<file path="config.mk">
export PLATFORM = sky130hd
export DESIGN_NAME = jt89_noise_flat
export DESIGN_NICKNAME = d
export VERILOG_FILES = /design/src/rtl/jt89_noise_if.sv /design/src/rtl/jt89_noise.sv /design/src/flat_wrapper.sv
export SDC_FILE = /design/constraint.sdc
export NUM_CORES = 1
export LEC_CHECK = 0
export CORE_MARGIN = 4
export CORE_UTILIZATION = 45
export DETAILED_ROUTE_END_ITERATION = 8
export DONT_BUFFER_PORTS = 1
export PLACE_DENSITY = 0.58
export SYNTH_ARGS = -nofsm -noshare
export SYNTH_HDL_FRONTEND = slang
export SYNTH_SLANG_ARGS = --single-unit
</file>
<file path="constraint.sdc">
create_clock -name clk -period 2.1 [get_ports clk]
set_input_delay 0.42 -clock clk [delete_from_list [all_inputs] [get_ports clk]]
set_output_delay 0.42 -clock clk [all_outputs]
set_load 0.1 [all_outputs]
</file>
<file path="src/rtl/jt89_noise_if.sv">
// Register-file side of the noise channel: enables, control write, volume, tone2 tap and sample out.
// Sample is registered in the generator, one clk_en after inputs; no backpressure.
interface jt89_noise_if #(
   parameter int bw = 9
);
   logic          clk_en;
   logic          cen_16;
   logic          wr;
   logic [2:0]    din;
   logic [3:0]    vol;
   logic          tone2;
   logic [bw-1:0] noise;

   modport master (output clk_en, cen_16, wr, din, vol, tone2, input noise);
   modport slave  (input clk_en, cen_16, wr, din, vol, tone2, output noise);
endinterface

</file>
<file path="src/rtl/jt89_noise.sv">
// SN76489 noise channel: rate counter or tone2 clocks an LFSR, bit 0 gated by vol; 1 clk_en latency, no backpressure.
// Define JT89_SMS_LFSR_EN for the 16-bit Sega VDP LFSR (taps 0,3); otherwise the 15-bit TI LFSR (taps 0,1).
module jt89_noise #(
   parameter int bw = 9
) (
   input  logic        clk,
   input  logic        rst,
   jt89_noise_if.slave nif
);
`ifdef JT89_SMS_LFSR_EN
   localparam int W   = 16;
   localparam int TAP = 3;
`else
   localparam int W   = 15;
   localparam int TAP = 1;
`endif
   localparam logic [W-1:0] SEED = {1'b1, {(W-1){1'b0}}};

   logic [2:0]    ctrl_q, ctrl_d;
   logic [9:0]    cnt_q, cnt_d;
   logic          nff_q, nff_d;
   logic          nff_last_q, nff_last_d;
   logic [W-1:0]  lfsr_q, lfsr_d;
   logic [bw-1:0] noise_q, noise_d;
   logic [bw-1:0] amp_w;
   logic          fb;
   logic          tone_mode;

   function automatic logic [9:0] reload(input logic [1:0] rate);
      case (rate)
         2'd1:    reload = 10'h20;
         2'd2:    reload = 10'h40;
         default: reload = 10'h10;
      endcase
   endfunction

   function automatic logic [7:0] amp(input logic [3:0] v);
      case (v)
         4'd0:    amp = 8'd255;
         4'd1:    amp = 8'd203;
         4'd2:    amp = 8'd161;
         4'd3:    amp = 8'd128;
         4'd4:    amp = 8'd102;
         4'd5:    amp = 8'd81;
         4'd6:    amp = 8'd64;
         4'd7:    amp = 8'd51;
         4'd8:    amp = 8'd40;
         4'd9:    amp = 8'd32;
         4'd10:   amp = 8'd26;
         4'd11:   amp = 8'd20;
         4'd12:   amp = 8'd16;
         4'd13:   amp = 8'd13;
         4'd14:   amp = 8'd10;
         default: amp = 8'd0;
      endcase
   endfunction

   assign amp_w     = bw'(amp(nif.vol)) << (bw - 9);
   assign fb        = ctrl_q[2] ? (lfsr_q[0] ^ lfsr_q[TAP]) : lfsr_q[0];
   assign tone_mode = (ctrl_q[1:0] == 2'd3);
   assign nif.noise = noise_q;

   always_comb begin
      ctrl_d     = ctrl_q;
      cnt_d      = cnt_q;
      nff_d      = nff_q;
      nff_last_d = nff_last_q;
      lfsr_d     = lfsr_q;
      noise_d    = noise_q;
      if (nif.clk_en) begin
         noise_d    = lfsr_q[0] ? amp_w : '0;
         nff_last_d = nff_q;
         // nff_last trails nff by one clk_en, so each rising edge shifts exactly once
         if (nff_q && !nff_last_q)
            lfsr_d = {fb, lfsr_q[W-1:1]};
         if (tone_mode)
            nff_d = nif.tone2;
         else if (nif.cen_16) begin
            if (cnt_q > 10'd1)
               cnt_d = cnt_q - 10'd1;
            else begin
               cnt_d = reload(ctrl_q[1:0]);
               nff_d = ~nff_q;
            end
         end
      end
      // A control write restarts the channel and overrides any tick or shift on this edge
      if (nif.wr) begin
         ctrl_d     = nif.din;
         cnt_d      = reload(nif.din[1:0]);
         nff_d      = 1'b0;
         nff_last_d = 1'b0;
         lfsr_d     = SEED;
      end
   end

   always_ff @(posedge clk or posedge rst) begin
      if (rst) begin
         ctrl_q     <= 3'd0;
         cnt_q      <= 10'h10;
         nff_q      <= 1'b0;
         nff_last_q <= 1'b0;
         lfsr_q     <= SEED;
         noise_q    <= '0;
      end else begin
         ctrl_q     <= ctrl_d;
         cnt_q      <= cnt_d;
         nff_q      <= nff_d;
         nff_last_q <= nff_last_d;
         lfsr_q     <= lfsr_d;
         noise_q    <= noise_d;
      end
   end
endmodule

</file>
<file path="src/flat_wrapper.sv">
// flat-port wrapper written by rule: the top's interface ports become plain ports
module jt89_noise_flat 
#(
   parameter int bw = 9
)
  (clk, rst, nif_clk_en, nif_cen_16, nif_wr, nif_din, nif_vol, nif_tone2, nif_noise);
  jt89_noise_if #(.bw(bw)) nif_i ();
  input  logic clk;
  input  logic rst;
  input wire logic [$bits(nif_i.clk_en)-1:0] nif_clk_en;
  input wire logic [$bits(nif_i.cen_16)-1:0] nif_cen_16;
  input wire logic [$bits(nif_i.wr)-1:0] nif_wr;
  input wire logic [$bits(nif_i.din)-1:0] nif_din;
  input wire logic [$bits(nif_i.vol)-1:0] nif_vol;
  input wire logic [$bits(nif_i.tone2)-1:0] nif_tone2;
  output wire logic [$bits(nif_i.noise)-1:0] nif_noise;
  assign nif_i.clk_en = nif_clk_en;
  assign nif_i.cen_16 = nif_cen_16;
  assign nif_i.wr = nif_wr;
  assign nif_i.din = nif_din;
  assign nif_i.vol = nif_vol;
  assign nif_i.tone2 = nif_tone2;
  assign nif_noise = nif_i.noise;
  jt89_noise #(.bw(bw)) u_core (.clk(clk), .rst(rst), .nif(nif_i));
endmodule
</file>
==> results of run 1 <==
worst max-delay path, stage by stage, from the launching register on:
cell and delay, ns:
dfrtp_1 0.42, or4_4 0.57, nor4_4 0.44, a21o_2 0.23, a21oi_1 0.05
state kept, by name (all words and copies together), names as in the netlist:
signal and cells:
u_core.cnt_q 10, u_core.ctrl_q 3, u_core.lfsr_q 15, u_core.nff_last_q 1, u_core.nff_q 1, u_core.nif.noise 8
logic make-up (layout without fill, tap and decap cells):
kind of cell / after synthesis / count (layout) / synth area share [%]
compound gates: 56 / 56 / 15.6
xor+xnor: 4 / 4 / 1.64
fa+ha+maj: 13 / 13 / 7.63
buf+inv: 30 / 35 / 5.52
flops: 38 / 38 / 44.7
mux: 7 / 7 / 3.46
other cells: 1 / 1 / 0.176
simple gates: 88 / 88 / 21.2
cell usage in the layout, fill, tap and decap left out, types with 2 or more instances in the layout:
cell / n
a21o_2: 2
a21oi_1: 26
and3b_1: 2
buf_4: 10
bufinv_16: 2
clkbuf_8: 5
dfrtp_1: 36
dfstp_2: 2
ha_1: 13
inv_1: 17
mux2_2: 3
mux2i_1: 4
nand2_1: 40
nand2b_1: 4
nand3b_1: 4
nor2_1: 11
nor2b_1: 3
nor3_1: 8
nor3b_1: 2
nor4_1: 2
o2111ai_1: 2
o21ai_0: 11
o22ai_1: 5
or2_2: 2
or3_2: 2
xor2_1: 3
area by class of cell:
type                            count  area, um2
Clock buffer                        5       68.8
Clock inverter                      3       68.8
Fill cell                         428       2120
Inverter                           17       63.8
Multi-Input combinational cell    169       1060
Sequential cell                    38        953
Tap cell                           52       65.1
Timing Repair Buffer               10       75.1
layer usage:
metal | wire (um) | vias to the layer above
li1 | - | 810
met1 | 2050 | 728
met2 | 1780 | 22
met3 | 174 | 4
met4 | 34 | 0
met5 | 0 | -
power breakdown:
| group | switching (W) | total (W) | internal [W] |
|---|---|---|---|
| registers | 0.0000431 | 0.000813 | 0.000770 |
| logic | 0.000151 | 0.000270 | 0.000119 |
| clock network | 0.000273 | 0.000749 | 0.000476 |
| total | 0.000467 | 0.00183 | 0.00136 |
per-stage QoR:
step | instance area (um2) | hold WS, ns | power, W
finish | 2360 | 0.126 | 0.00183
global route | 2360 | 0.167 | 0.00193
CTS | 2360 | 0.142 | 0.00186
detailed placement | 2220 | 0.465 | 0.00110
global placement | 2220 | 0.466 | 0.00110
floorplan | 2130 | 0.482 | 0.00106
final timing paths:
| kind | end | from | slack (ns) |
|---|---|---|---|
| min in group clk | u_core.cnt_q[1] | nif_wr | 0.18 |
| min | u_core.nif.noise[3] | rst | 0.13 |
| min reg2reg | u_core.lfsr_q[13] | u_core.lfsr_q[14] | 0.51 |
| max | u_core.cnt_q[9] | u_core.cnt_q[5] | 0.27 |
| max reg2reg | u_core.cnt_q[9] | u_core.cnt_q[5] | 0.27 |
| max in group asynchronous | u_core.cnt_q[4] | rst | 1.61 |
==> flow_summary.ini, run 1 <==
[route]
finalWirelength_um = 4040
post_drt_wl_per_cell_um = 13.7
drt_first_pass_iters = 4
detail-route-antenna-nets = 0
vias = 1564
first_iter_violations = 59
drc = 0
vias_per_cell = 5.32

[pwr]
ir_drop_mv = 0.473
power_leakage_nw = 1.04
p_per_area_nw_per_um2 = 778

[synth]
synth_area_um2 = 2130
yosysTopAreaCell = dfrtp_1
postSynth.asyncResetShare_pct = 100
seq_area_frac_synth_pct = 44.7
ys_types = 46
ys_top_cells_by_count = nand2_1, dfrtp_1, a21oi_1
synth_nets = 263
synth_top_area_share_pct = 42.3
ys.flop_type = dfrtp_1
avgSynthCellArea_um2 = 9.00
synth-edff-count = 0
synth_area_leaders = dfrtp_1, ha_1, nand2_1, a21oi_1, inv_1
synthCells = 237
ys_ff_latch = 38
yosysMostFrequentCell = nand2_1
yosysWarnings = 0

[worst_setup_path]
endpoint_kind = flop
rr_worst_depth = 4
cp.required_ns = 2.27
cp-start-kind = flop
critPathKind = reg2reg
cp_max_fo = 6
arrival_ns = 2.00

[min_path]
hold_path_class = in2async

[clocking]
post-cts-setup-buffer-count = 0
cts_sinks = 38
clk_pin_slew_ns = 0.08
cts_tree = done
cts_hold_buffers = 0
cts_root_buf = clkbuf_8
cts_buffers = 5
h-tree-depth = 2
cts_resized = 0
clk_latency_ns = 0.29
cts.path.max_buffers = 2

[placed_design]
port_buffers = 0
place_hpwl_um = 2750
dp.cells = 286
gp_congestion = 0.723
pre_cts_slack_ns = 0.281

[grt]
busiest_layer = met2
overflow = 0
met1_usage_pct = 19.7
grt_first_pass_wirelength_um = 7160
grt_max_degree = 39
grt_pass1_vias = 1537
grt_util_all_layers_pct = 14.8
use_met3_pct = 4.92
antenna_found_initial = 0
gr-usage-met2_pct = 23.1

[timing]
hold_viol_final = 0
grt_setup_unrepaired = no
worstMarginPinSlew_ns = 0.892
fmax_ghz = 0.547
max_slew_margin_pct = 40.5
tns_ns = 0
finClkSkew_ns = 0.00568
fin_crit_ns = 1.83
period_share_pct = 87.0
setup_viol = 0
setup_ws_ns = 0.273
slew_violations = 0

[floorplanning]
core-area_um2 = 4470
die_w_um = 76.8
die_y_um = 76.8
die_area_um2 = 5900
start_util_pct = 47.7
pin_count = 22
fp-row-count = 24

[cells_and_area]
drive_gt1_share_pct = 13.2
diodes = 0
utilization_pct = 52.7
final_nets = 267
fin_cells = 294
area_growth_pct = 10.5

[outcome]
status = complete, no violations

[job]
maxCapViolCount = 0
Power figures use the tool's default switching activity.
==> run 2: changes to the inputs <==
--- a/config.mk
+++ b/config.mk
@@ -5,11 +5,11 @@
 export SDC_FILE = /design/constraint.sdc
 export NUM_CORES = 1
 export LEC_CHECK = 0
+export BUFFER_PORTS_ARGS = -buffer_cell sky130_fd_sc_hd__buf_2
 export CORE_MARGIN = 4
 export CORE_UTILIZATION = 45
 export DETAILED_ROUTE_END_ITERATION = 8
-export DONT_BUFFER_PORTS = 1
-export PLACE_DENSITY = 0.58
+export PLACE_DENSITY = 0.62
 export SYNTH_ARGS = -nofsm -noshare
 export SYNTH_HDL_FRONTEND = slang
 export SYNTH_SLANG_ARGS = --single-unit
==> flow_summary.ini, run 2 (synthesis gave the netlist of run 1 again) <==
[route]
detail-route-antenna-nets = 0
drt_first_pass_iters = 4
first_iter_violations = 100
drc = 0
finalWirelength_um = 3950
vias = 1608
vias_per_cell = 5.20
post_drt_wl_per_cell_um = 12.8

[worst_setup_path]
critPathKind = reg2reg
reg2reg_from = u_core.cnt_q[5]
endpoint_kind = flop
cp_max_fo = 6
arrival_ns = 2.02
cp.required_ns = 2.28
cp-startpoint = u_core.cnt_q[5]
cp-start-kind = flop
rr_worst_depth = 4

[timing]
grt_setup_unrepaired = no
period_share_pct = 88.1
fin_crit_ns = 1.85
fmax_ghz = 0.541
slew_violations = 0
hold-worst-slack_ns = 0.215
finClkSkew_ns = 0.00715
tns_ns = 0
setup_viol = 0
hold_viol_final = 0

[floorplanning]
die_w_um = 76.8
fp-row-count = 24
core-area_um2 = 4470
die_area_um2 = 5900
start_util_pct = 47.7
pin_count = 22
die_y_um = 76.8

[clocking]
post-cts-setup-buffer-count = 0
h-tree-depth = 2
cts_sinks = 38
cts_resized = 0
clk_latency_ns = 0.30
clk_pin_slew_ns = 0.08
cts_hold_buffers = 0
cts_root_buf = clkbuf_8
cts_tree = done
cts_buffers = 5
cts.path.max_buffers = 2

[grt]
grt_max_degree = 39
grt_first_pass_wirelength_um = 6880
overflow = 0
grt_util_all_layers_pct = 14.3
grt_pass1_vias = 1540
antenna_found_initial = 0

[cells_and_area]
multi_input_area_um2 = 1060
final_cell_mix = nand2_1, dfrtp_1, a21oi_1, buf_2, inv_1
largest_reg_flops = 15
seqCellArea_um2 = 953
num-fill-cells = 441
area_growth_pct = 11.4
final_nets = 282
drive_gt1_share_pct = 18.3
mostFrequentLayoutCell = nand2_1
largest-register = u_core.lfsr_q
diodes = 0

[pwr]
ir_drop_mv = 0.402
p_per_area_nw_per_um2 = 696
power_leakage_nw = 1.08

[outcome]
status = complete, no violations

[placed_design]
port_buffers = 20
gp_congestion = 0.783
place_hpwl_um = 2780

[min_path]
hold_path_class = in2async

[job]
maxCapViolCount = 0
[run 2: cell types whose count changed in the layout (fill, tap and decap cells not counted)]
cell and delta:
clkinv_4 -1, clkinvlp_4 +1, clkinv_2 +1, bufinv_16 -2, clkbuf_8 +1, buf_2 +20
buf_4 -5
[run 2: worst paths after layout]
kind | endpoint | slack, ns
hold / removal | u_core.cnt_q[0] | 0.21
min in group clk | u_core.ctrl_q[2] | 0.36
max in group asynchronous | u_core.cnt_q[4] | 1.51
hold reg to reg | u_core.lfsr_q[13] | 0.51
setup / recovery | u_core.cnt_q[9] | 0.25
setup reg to reg | u_core.cnt_q[9] | 0.25
[run 2: area by class of cell]
type                    instances  area share [%]
well taps                      52            2.74
flip-flops and latches         38            40.1
clock inverters                 2           0.527
clock buffers                   6            3.48
inverters                      17            2.69
repair buffers                 25            5.79
multi-input cells             169            44.7
[run 2: metal layers]
| metal | global-route usage, % | vias to the layer above | part of all wire [%] |
|---|---|---|---|
| li1 | - | 841 | - |
| met1 | 19.4 | 737 | 50 |
| met2 | 21.8 | 22 | 44 |
| met3 | 3.28 | 8 | 3.5 |
| met4 | 6.52 | 0 | 2.1 |
| met5 | 0 | - | 0 |
[run 2: worst max-delay path, stage by stage, from the launching register on]
cell and delay, ns:
dfrtp_1 0.41, or4_4 0.58, nor4_4 0.45, a21o_2 0.24, a21oi_1 0.04
[run 2: stage by stage]
stage	instances	total power (W)	utilization, %	instance area, um2	worst slack (ns)
finish	309	0.00165	53.1	2380	0.250
global route	309	0.00174	53.1	2380	0.175
CTS	309	0.00167	53.1	2380	0.256
detailed placement	301	0.00113	51.0	2280	0.270
global placement	301	0.00113	51.0	2280	0.281
floorplan	237	0.00106	-	2130	0.296
[run 2: where the power goes]
| group | switching [W] | leakage (nW) | internal, W | total, W |
|---|---|---|---|---|
| Sequential | 0.0000426 | 0.511 | 0.000770 | 0.000812 |
| Clock | 0.000269 | 0.0472 | 0.000264 | 0.000533 |
| Combinational | 0.000178 | 0.525 | 0.000129 | 0.000307 |
